### config.mk
export PLATFORM = sky130hd
export DESIGN_NAME = cv32e41s_div
export DESIGN_NICKNAME = d
export VERILOG_FILES = /design/src/rtl/cv32e41s_div.sv
export SDC_FILE = /design/constraint.sdc
export NUM_CORES = 1
export LEC_CHECK = 0
export ABC_AREA = 0
export CAP_MARGIN = 10
export CORE_MARGIN = 10
export CORE_UTILIZATION = 40
export CTS_BUF_LIST = sky130_fd_sc_hd__clkbuf_8
export CTS_CLUSTER_SIZE = 40
export DETAILED_ROUTE_END_ITERATION = 16
export SETUP_SLACK_MARGIN = 0.2
export SLEW_MARGIN = 20
export SYNTH_ARGS = -nofsm -noshare
export SYNTH_HDL_FRONTEND = slang
export SYNTH_SLANG_ARGS = --single-unit
### constraint.sdc
create_clock -name clk -period 5 [get_ports clk]
set_input_delay 1.25 -clock clk [delete_from_list [all_inputs] [get_ports clk]]
set_output_delay 1.25 -clock clk [all_outputs]
set_load 0.02 [all_outputs]
### src/rtl/cv32e41s_div.sv
// Iterative radix-2 divider for RV32M DIV/DIVU/REM/REMU in the EX stage.
// Shares the multiplier's valid/ready handshake; dropping valid_i kills any operation.
package cv32e41s_div_pkg;
   typedef enum logic [1:0] {
      DIV_DIV  = 2'b00,
      DIV_DIVU = 2'b01,
      DIV_REM  = 2'b10,
      DIV_REMU = 2'b11
   } div_opcode_e;
endpackage

module cv32e41s_div
   import cv32e41s_div_pkg::*;
(
   input  logic        clk,
   input  logic        rst_n,
   input  logic        valid_i,
   input  div_opcode_e operator_i,
   input  logic [31:0] op_a_i,
   input  logic [31:0] op_b_i,
   output logic [31:0] result_o,
   output logic        ready_o,
   output logic        valid_o,
   input  logic        ready_i
);

   typedef enum logic [1:0] {IDLE, DIV, DONE} state_e;

   state_e      state_q, state_d;
   logic [4:0]  cnt_q, cnt_d;
   logic [32:0] rem_q, rem_d;
   logic [31:0] quo_q, quo_d;
   logic [31:0] div_q, div_d;
   logic        neg_q_q, neg_q_d;
   logic        neg_r_q, neg_r_d;
   logic        dbz_q, dbz_d;
   logic [31:0] dvd_q, dvd_d;

   logic        op_signed;
   logic        op_rem;
   logic [33:0] rem_sh;
   logic [33:0] diff;
   logic [31:0] res_quo;
   logic [31:0] res_rem;

   // Two's-complement magnitude; 0x80000000 maps to itself and is then read as unsigned.
   function automatic logic [31:0] abs_op(input logic [31:0] v, input logic sgn);
      logic signed [31:0] sv;
      sv = signed'(v);
      return (sgn && sv < 0) ? unsigned'(-sv) : v;
   endfunction

   function automatic logic [31:0] neg_cond(input logic [31:0] v, input logic neg);
      logic signed [31:0] sv;
      sv = signed'(v);
      return neg ? unsigned'(-sv) : v;
   endfunction

   assign op_signed = (operator_i == DIV_DIV) || (operator_i == DIV_REM);
   assign op_rem    = (operator_i == DIV_REM) || (operator_i == DIV_REMU);

   // One extra guard bit so the sign of the trial subtraction is always bit 33.
   assign rem_sh = {rem_q, quo_q[31]};
   assign diff   = rem_sh - {2'b00, div_q};

   always_comb begin
      state_d = state_q;
      cnt_d   = cnt_q;
      rem_d   = rem_q;
      quo_d   = quo_q;
      div_d   = div_q;
      neg_q_d = neg_q_q;
      neg_r_d = neg_r_q;
      dbz_d   = dbz_q;
      dvd_d   = dvd_q;

      if (!valid_i) begin
         state_d = IDLE;
      end else begin
         case (state_q)
            IDLE: begin
               quo_d   = abs_op(op_a_i, op_signed);
               div_d   = abs_op(op_b_i, op_signed);
               rem_d   = '0;
               neg_q_d = op_signed & (op_a_i[31] ^ op_b_i[31]);
               neg_r_d = op_signed & op_a_i[31];
               dvd_d   = op_a_i;
               if (op_b_i == 32'd0) begin
                  dbz_d   = 1'b1;
                  state_d = DONE;
               end else begin
                  dbz_d   = 1'b0;
                  cnt_d   = 5'd31;
                  state_d = DIV;
               end
            end
            DIV: begin
               if (!diff[33]) begin
                  rem_d = diff[32:0];
                  quo_d = {quo_q[30:0], 1'b1};
               end else begin
                  rem_d = rem_sh[32:0];
                  quo_d = {quo_q[30:0], 1'b0};
               end
               if (cnt_q == 5'd0) begin
                  state_d = DONE;
               end else begin
                  cnt_d = cnt_q - 5'd1;
               end
            end
            DONE: begin
               if (ready_i) begin
                  state_d = IDLE;
               end
            end
            default: state_d = IDLE;
         endcase
      end
   end

   always_ff @(posedge clk or negedge rst_n) begin
      if (!rst_n) begin
         state_q <= IDLE;
         cnt_q   <= '0;
         rem_q   <= '0;
         quo_q   <= '0;
         div_q   <= '0;
         neg_q_q <= 1'b0;
         neg_r_q <= 1'b0;
         dbz_q   <= 1'b0;
         dvd_q   <= '0;
      end else begin
         state_q <= state_d;
         cnt_q   <= cnt_d;
         rem_q   <= rem_d;
         quo_q   <= quo_d;
         div_q   <= div_d;
         neg_q_q <= neg_q_d;
         neg_r_q <= neg_r_d;
         dbz_q   <= dbz_d;
         dvd_q   <= dvd_d;
      end
   end

   assign res_quo = dbz_q ? 32'hFFFF_FFFF : neg_cond(quo_q, neg_q_q);
   assign res_rem = dbz_q ? dvd_q : neg_cond(rem_q[31:0], neg_r_q);

   assign valid_o  = valid_i && (state_q == DONE);
   assign result_o = valid_o ? (op_rem ? res_rem : res_quo) : 32'd0;

   always_comb begin
      ready_o = 1'b1;
      if (valid_i) begin
         case (state_q)
            IDLE:    ready_o = 1'b0;
            DIV:     ready_o = 1'b0;
            DONE:    ready_o = ready_i;
            default: ready_o = 1'b0;
         endcase
      end
   end

endmodule
Yosys cells after proc, flatten, opt, wreduce, memory -nomap -nowiden
Cells that the tools add are included.

Register bits after elaboration: 139. Input port bits: 70. Logic and storage cells: 65.

Add/sub/neg operators: 6. Order comparisons: 2. Equality and inequality tests: 8. Mux-type cells: 23. Bitwise logic cells: 3. Reduce and logical (&&, ||, !) cells: 14.

Operator list (count): two-way mux 32 bit (8); negation 32 bit (4); case mux 33 bit (2 select lines) (1); < comparator 32 x 1 -> 1 bit (second input constant) (2); case mux 32 bit (2 select lines) (1); subtractor 34 x 32 -> 34 bit (1); two-way mux 33 bit (1); logical NOT 32 bit (1); two-way mux 5 bit (2); case mux 5 bit (2 select lines) (1); two-way mux 2 bit (4); equality test 2 bit (second input constant) (3); != test 3 bit (second input constant) (2); case mux 2 bit (3 select lines) (1); AND reduction 2 bit (3); logical NOT 5 bit (1); subtractor 5 x 1 -> 5 bit (second input constant) (1); logical NOT 2 bit (2); two-way mux 1 bit (4); != test 2 bit (second input constant) (2); AND reduction 4 bit (1); logical AND 1 bit (3); bitwise AND 1 bit (2); equality test 2 x 1 -> 1 bit (second input constant) (1); other kinds (3) (4).

Logic depth before layout (Yosys ltp)
Word-level depth: 5. Gate-level depth with buffers: 13. Depth with buffers taken out: 13.

Worst setup path before layout
No wires, ideal clock.

Path type: reg-to-output. Start: reg quo_q[9]. End: out result_o[26]. Arrival: 3.184 ns. Path slack: 0.566 ns. Stages on the path, launching flop included: 9. Path buffers: 1. Cell sequence: dfrtp_1 > or3_4 > or3_4 > or4_4 > or4_4 > buf_6 > o41ai_2 > xor2_1 > a221oi_1.

Word-level cells in the longest chain between the ends: 5.

RTL lines: from (decl) (RTL line 32) `logic [31:0] quo_q, quo_d;`; from (signal assigned) (RTL line 136) `quo_q <= quo_d;`; negation 32 bit (RTL line 56) `return neg ? unsigned'(-sv) : v;`; two-way mux 32 bit (RTL line 56); two-way mux 32 bit (RTL line 145) `assign res_quo = dbz_q ? 32'hFFFF_FFFF : neg_cond(quo_q, neg_q_q);`; two-way mux 32 bit (2 in series) (RTL line 149) `assign result_o = valid_o ? (op_rem ? res_rem : res_quo) : 32'd0;`; to (decl) (RTL line 21) `output logic [31:0] result_o,`.

Every way passes these cells.

Worst setup path in the final report
Ends and elaborated chain as after synthesis.

==> reports/results.tsv <==
stage	metric	value	unit
floorplan	# rows	60	
timing	Slew Viols, Final	0	
route	WL per Instance	18.1	microns
pwr	Internal	4.56	mW
timing	worst hold slack	0.477	ns
floorplan	die area	0.0348	sq mm
synth	syn avg cell area	7.96	sq um
cts	hold buffers post-CTS	0	
cells_and_area	share of layout cells above drive strength 1	0.0915	
placed_design	Place WS	0.133	ns
route	drt first pass iters	5	
synth	Post-synth EDFFs	0	
worst_setup_path	startpoint types	register	
route	ANT nets after route	0	
floorplan	Core Region	0.0271	sq mm
timing	unrepaired setup endpoints after global routing	true	
pwr	sequential share of power	0.252	
floorplan	effective utilization at floorplan	0.409	
worst_setup_path	WP data required	3.75	ns
worst_setup_path	FF-to-FF setup slack	0.99	ns
synth	Main synth FF type	dfrtp_1	
floorplan	Die Ht	187	microns
cts	total CTS buffers	17	
pwr	Sw Share	0.483	
cts	Sink Count	139	
synth	area of the mapped netlist	0.0111	sq mm
synth	async set-reset flop share out of synthesis	1.00	
floorplan	Ports	104	
worst_setup_path	cell family with most CP delay	simple AND/OR/NAND/NOR gates	
worst_setup_path	Worst Path Buf+Inv	2	
cts	Worst-path clk slew	0.09	ns
grt	global-route wire length before repair	54.1	mm
min_path	WHS Endpoint	div_q[18]	
pwr	Logic pwr share	0.622	
timing	Worst Skew	0.0157	ns
worst_setup_path	worst-path cell chain	or3_4, or3_4, buf_4, or4_4, or4_4, o41ai_2, xor2_1, a221oi_2, buf_4	
timing	fmax	0.205	GHz
cts	clock latency at the later pin of the worst-skew pair	0.46	ns
grt	Remaining Overflow, GRT	0	
placed_design	DP HPWL	25.1	mm
worst_setup_path	CP endpoint kind	output port	
worst_setup_path	worst r2r path cells	12	
pwr	P_sw	4.26	mW
floorplan	Die W	187	microns
timing	Tightest Pin Transition	1.08	ns
route	Met1 Routed Length	16.5	mm
route	metal2 WL	15.1	mm
pwr	clock network power share	0.126	
cells_and_area	post-layout util	0.487	
pwr	PwrDens	668	mW/mm^2
timing	final setup margin	0.122	ns
timing	Setup TNS Final	0	ns
synth	post-synthesis sequential area ratio	0.313	
cts	CTS max path bufs	2	
cells_and_area	fin nets	1582	
timing	Final Hold Viols	0	
synth	Synth cell types	76	
route	vias per cell	5.52	
worst_setup_path	critical path peak fanout	6	
pwr	leakage power total	5.55	nW
timing	Final Cycle Share	0.976	
route	# DRC	0	
cells_and_area	Fillers	2678	
cts	CTS HTree Levels	4	
worst_setup_path	Worst path max stage delay	0.53	ns
grt	total track usage	0.187	
grt	largest net degree at the start of global routing	104	
cells_and_area	area grow syn2layout	19.0	%
status	status	complete, no violations	
min_path	Min-Delay Startpoint	div_q[18]	
route	initial DRC count	875	
pwr	overall power consumption	8.82	mW
timing	crit path time final	4.88	ns
cts	CTS tree	yes	
cts	root buf cell	clkbuf_8	
synth	Yosys warnings	0	
worst_setup_path	reg-to-reg critical path endpoint	rem_q[7]	
pwr	worst vdd ir	0.000284	V
synth	register bit total from synthesis	139	
placed_design	IO Port Bufs	103	
placed_design	routability cong.	0.887	
route	top routing layer in use	met4	
min_path	worst min path class	reg -> reg	
timing	max_slew headroom	0.279	
grt	initial antenna violation count	0	
worst_setup_path	slowest CP cell	or4_4	
route	final WL	33.6	mm
worst_setup_path	WS Path Type	reg -> out	
worst_setup_path	beginning of the worst register-to-register path	rem_q[5]	
worst_setup_path	CP arrival	3.63	ns
route	DR WL met3	1.55	mm
synth	syn_nets	1503	
cells_and_area	diodes inserted	0	
flow_run	max-cap violations	0	
route	routed vias	10300	
timing	final setup vio count	0	
synth	Synth Instances	1394	
min_path	worst hold path cell count	2	
grt	vias in the first global route	9984	
registers in the layout, summed over array words and instances (netlist names):
register / count
rem_q: 33
div_q: 32
dvd_q: 32
quo_q: 32
cnt_q: 5
state_q: 2
dbz_q: 1
neg_q_q: 1
neg_r_q: 1
how the worst max path moves through the flow:
stage               from      endpoint  slack, ns  depth (start not counted)
2_1_floorplan   quo_q[9]  result_o[26]       0.57                          8
3_3_place_gp    quo_q[9]  result_o[25]       0.17                          8
3_5_place_dp   rem_q[10]  result_o[29]       0.13                         10
4_1_cts         quo_q[9]  result_o[23]       0.08                         11
5_1_grt         quo_q[9]  result_o[26]       0.01                          9
6_report        quo_q[9]  result_o[26]       0.12                          9
power groups by stage:
stage / Combinational, mW / Sequential, mW / Clock (mW)
2_1_floorplan: 3.97 / 2.01 / 0
3_3_place_gp: 5.22 / 2.19 / 0
3_5_place_dp: 5.27 / 2.21 / 0
4_1_cts: 5.42 / 2.20 / 1.13
5_1_grt: 6.10 / 2.31 / 1.18
6_report: 5.49 / 2.23 / 1.11
logic make-up after synthesis:
kind of cell    share of synthesized area
flops                               0.313
buf+inv                            0.0516
xor+xnor                            0.116
mux                                0.0444
simple gates                        0.199
fa+ha+maj                          0.0447
compound gates                      0.230
cell usage after synthesis (18+ instances only):
cell type / instances / area share
inv_1: 61 / 0.021
mux2i_1: 47 / 0.042
o21ai_1: 36 / 0.016
a221oi_1: 26 / 0.021
ha_1: 38 / 0.043
a21oi_1: 80 / 0.036
o21ai_0: 116 / 0.052
xnor2_1: 72 / 0.057
nor3_1: 22 / 0.0099
or3_1: 18 / 0.010
o31ai_1: 31 / 0.021
clkbuf_1: 71 / 0.024
nor2_1: 75 / 0.025
xor2_1: 75 / 0.059
a21o_1: 22 / 0.015
nand2_1: 252 / 0.085
dfrtp_1: 139 / 0.31
metrics by stage:
step / instances / area [sq um]
detailed placement: 1814 / 12500
floorplan: 1394 / 11100
global route: 1858 / 13200
global placement: 1814 / 12500
finish: 1858 / 13200
CTS: 1855 / 13100
placed cells by master (no fill, tap or decap), drive strengths merged, types with 47 or more instances in the layout:
cell / Yosys / routed
nand2: 254 / 254
xnor2: 72 / 72
o21ai: 152 / 152
buf: 8 / 53
clkdlybuf4s50: 0 / 85
xor2: 75 / 75
nor2: 75 / 75
mux2i: 47 / 47
inv: 61 / 62
a21oi: 80 / 80
dfrtp: 139 / 139
worst register-to-register path, stage by stage, from the launching register on:
cell,delay (ns)
dfrtp_1,0.38
buf_4,0.16
ha_1,0.39
a21oi_1,0.10
o21ai_1,0.18
a31oi_1,0.15
o21a_1,0.27
o31a_1,0.36
o41ai_1,0.79
xor2_4,0.16
buf_4,0.49
mux2i_1,0.35
o21ai_1,0.09
layout make-up:
class	count	area (sq um)	share of cell area
inverters	62	233	0.0176
well taps	372	465	0.0352
flip-flops and latches	139	3480	0.264
repair buffers	142	1340	0.101
clock buffers	21	289	0.0219
clock inverters	11	190	0.0144
multi-input cells	1111	7210	0.546
routing by layer:
layer  up-vias  track usage
met1      4840        0.261
met4         0       0.0502
met3        31       0.0268
met2       288        0.296
li1       5099            -
met5         -            0
repair_timing:
item	4_1_cts	5_1_grt
setup endpoints to repair	15	21
gates resized for setup	79	25
pin swaps	13	11
buffers inserted	9	2
(Power assumes the default switching activity.)
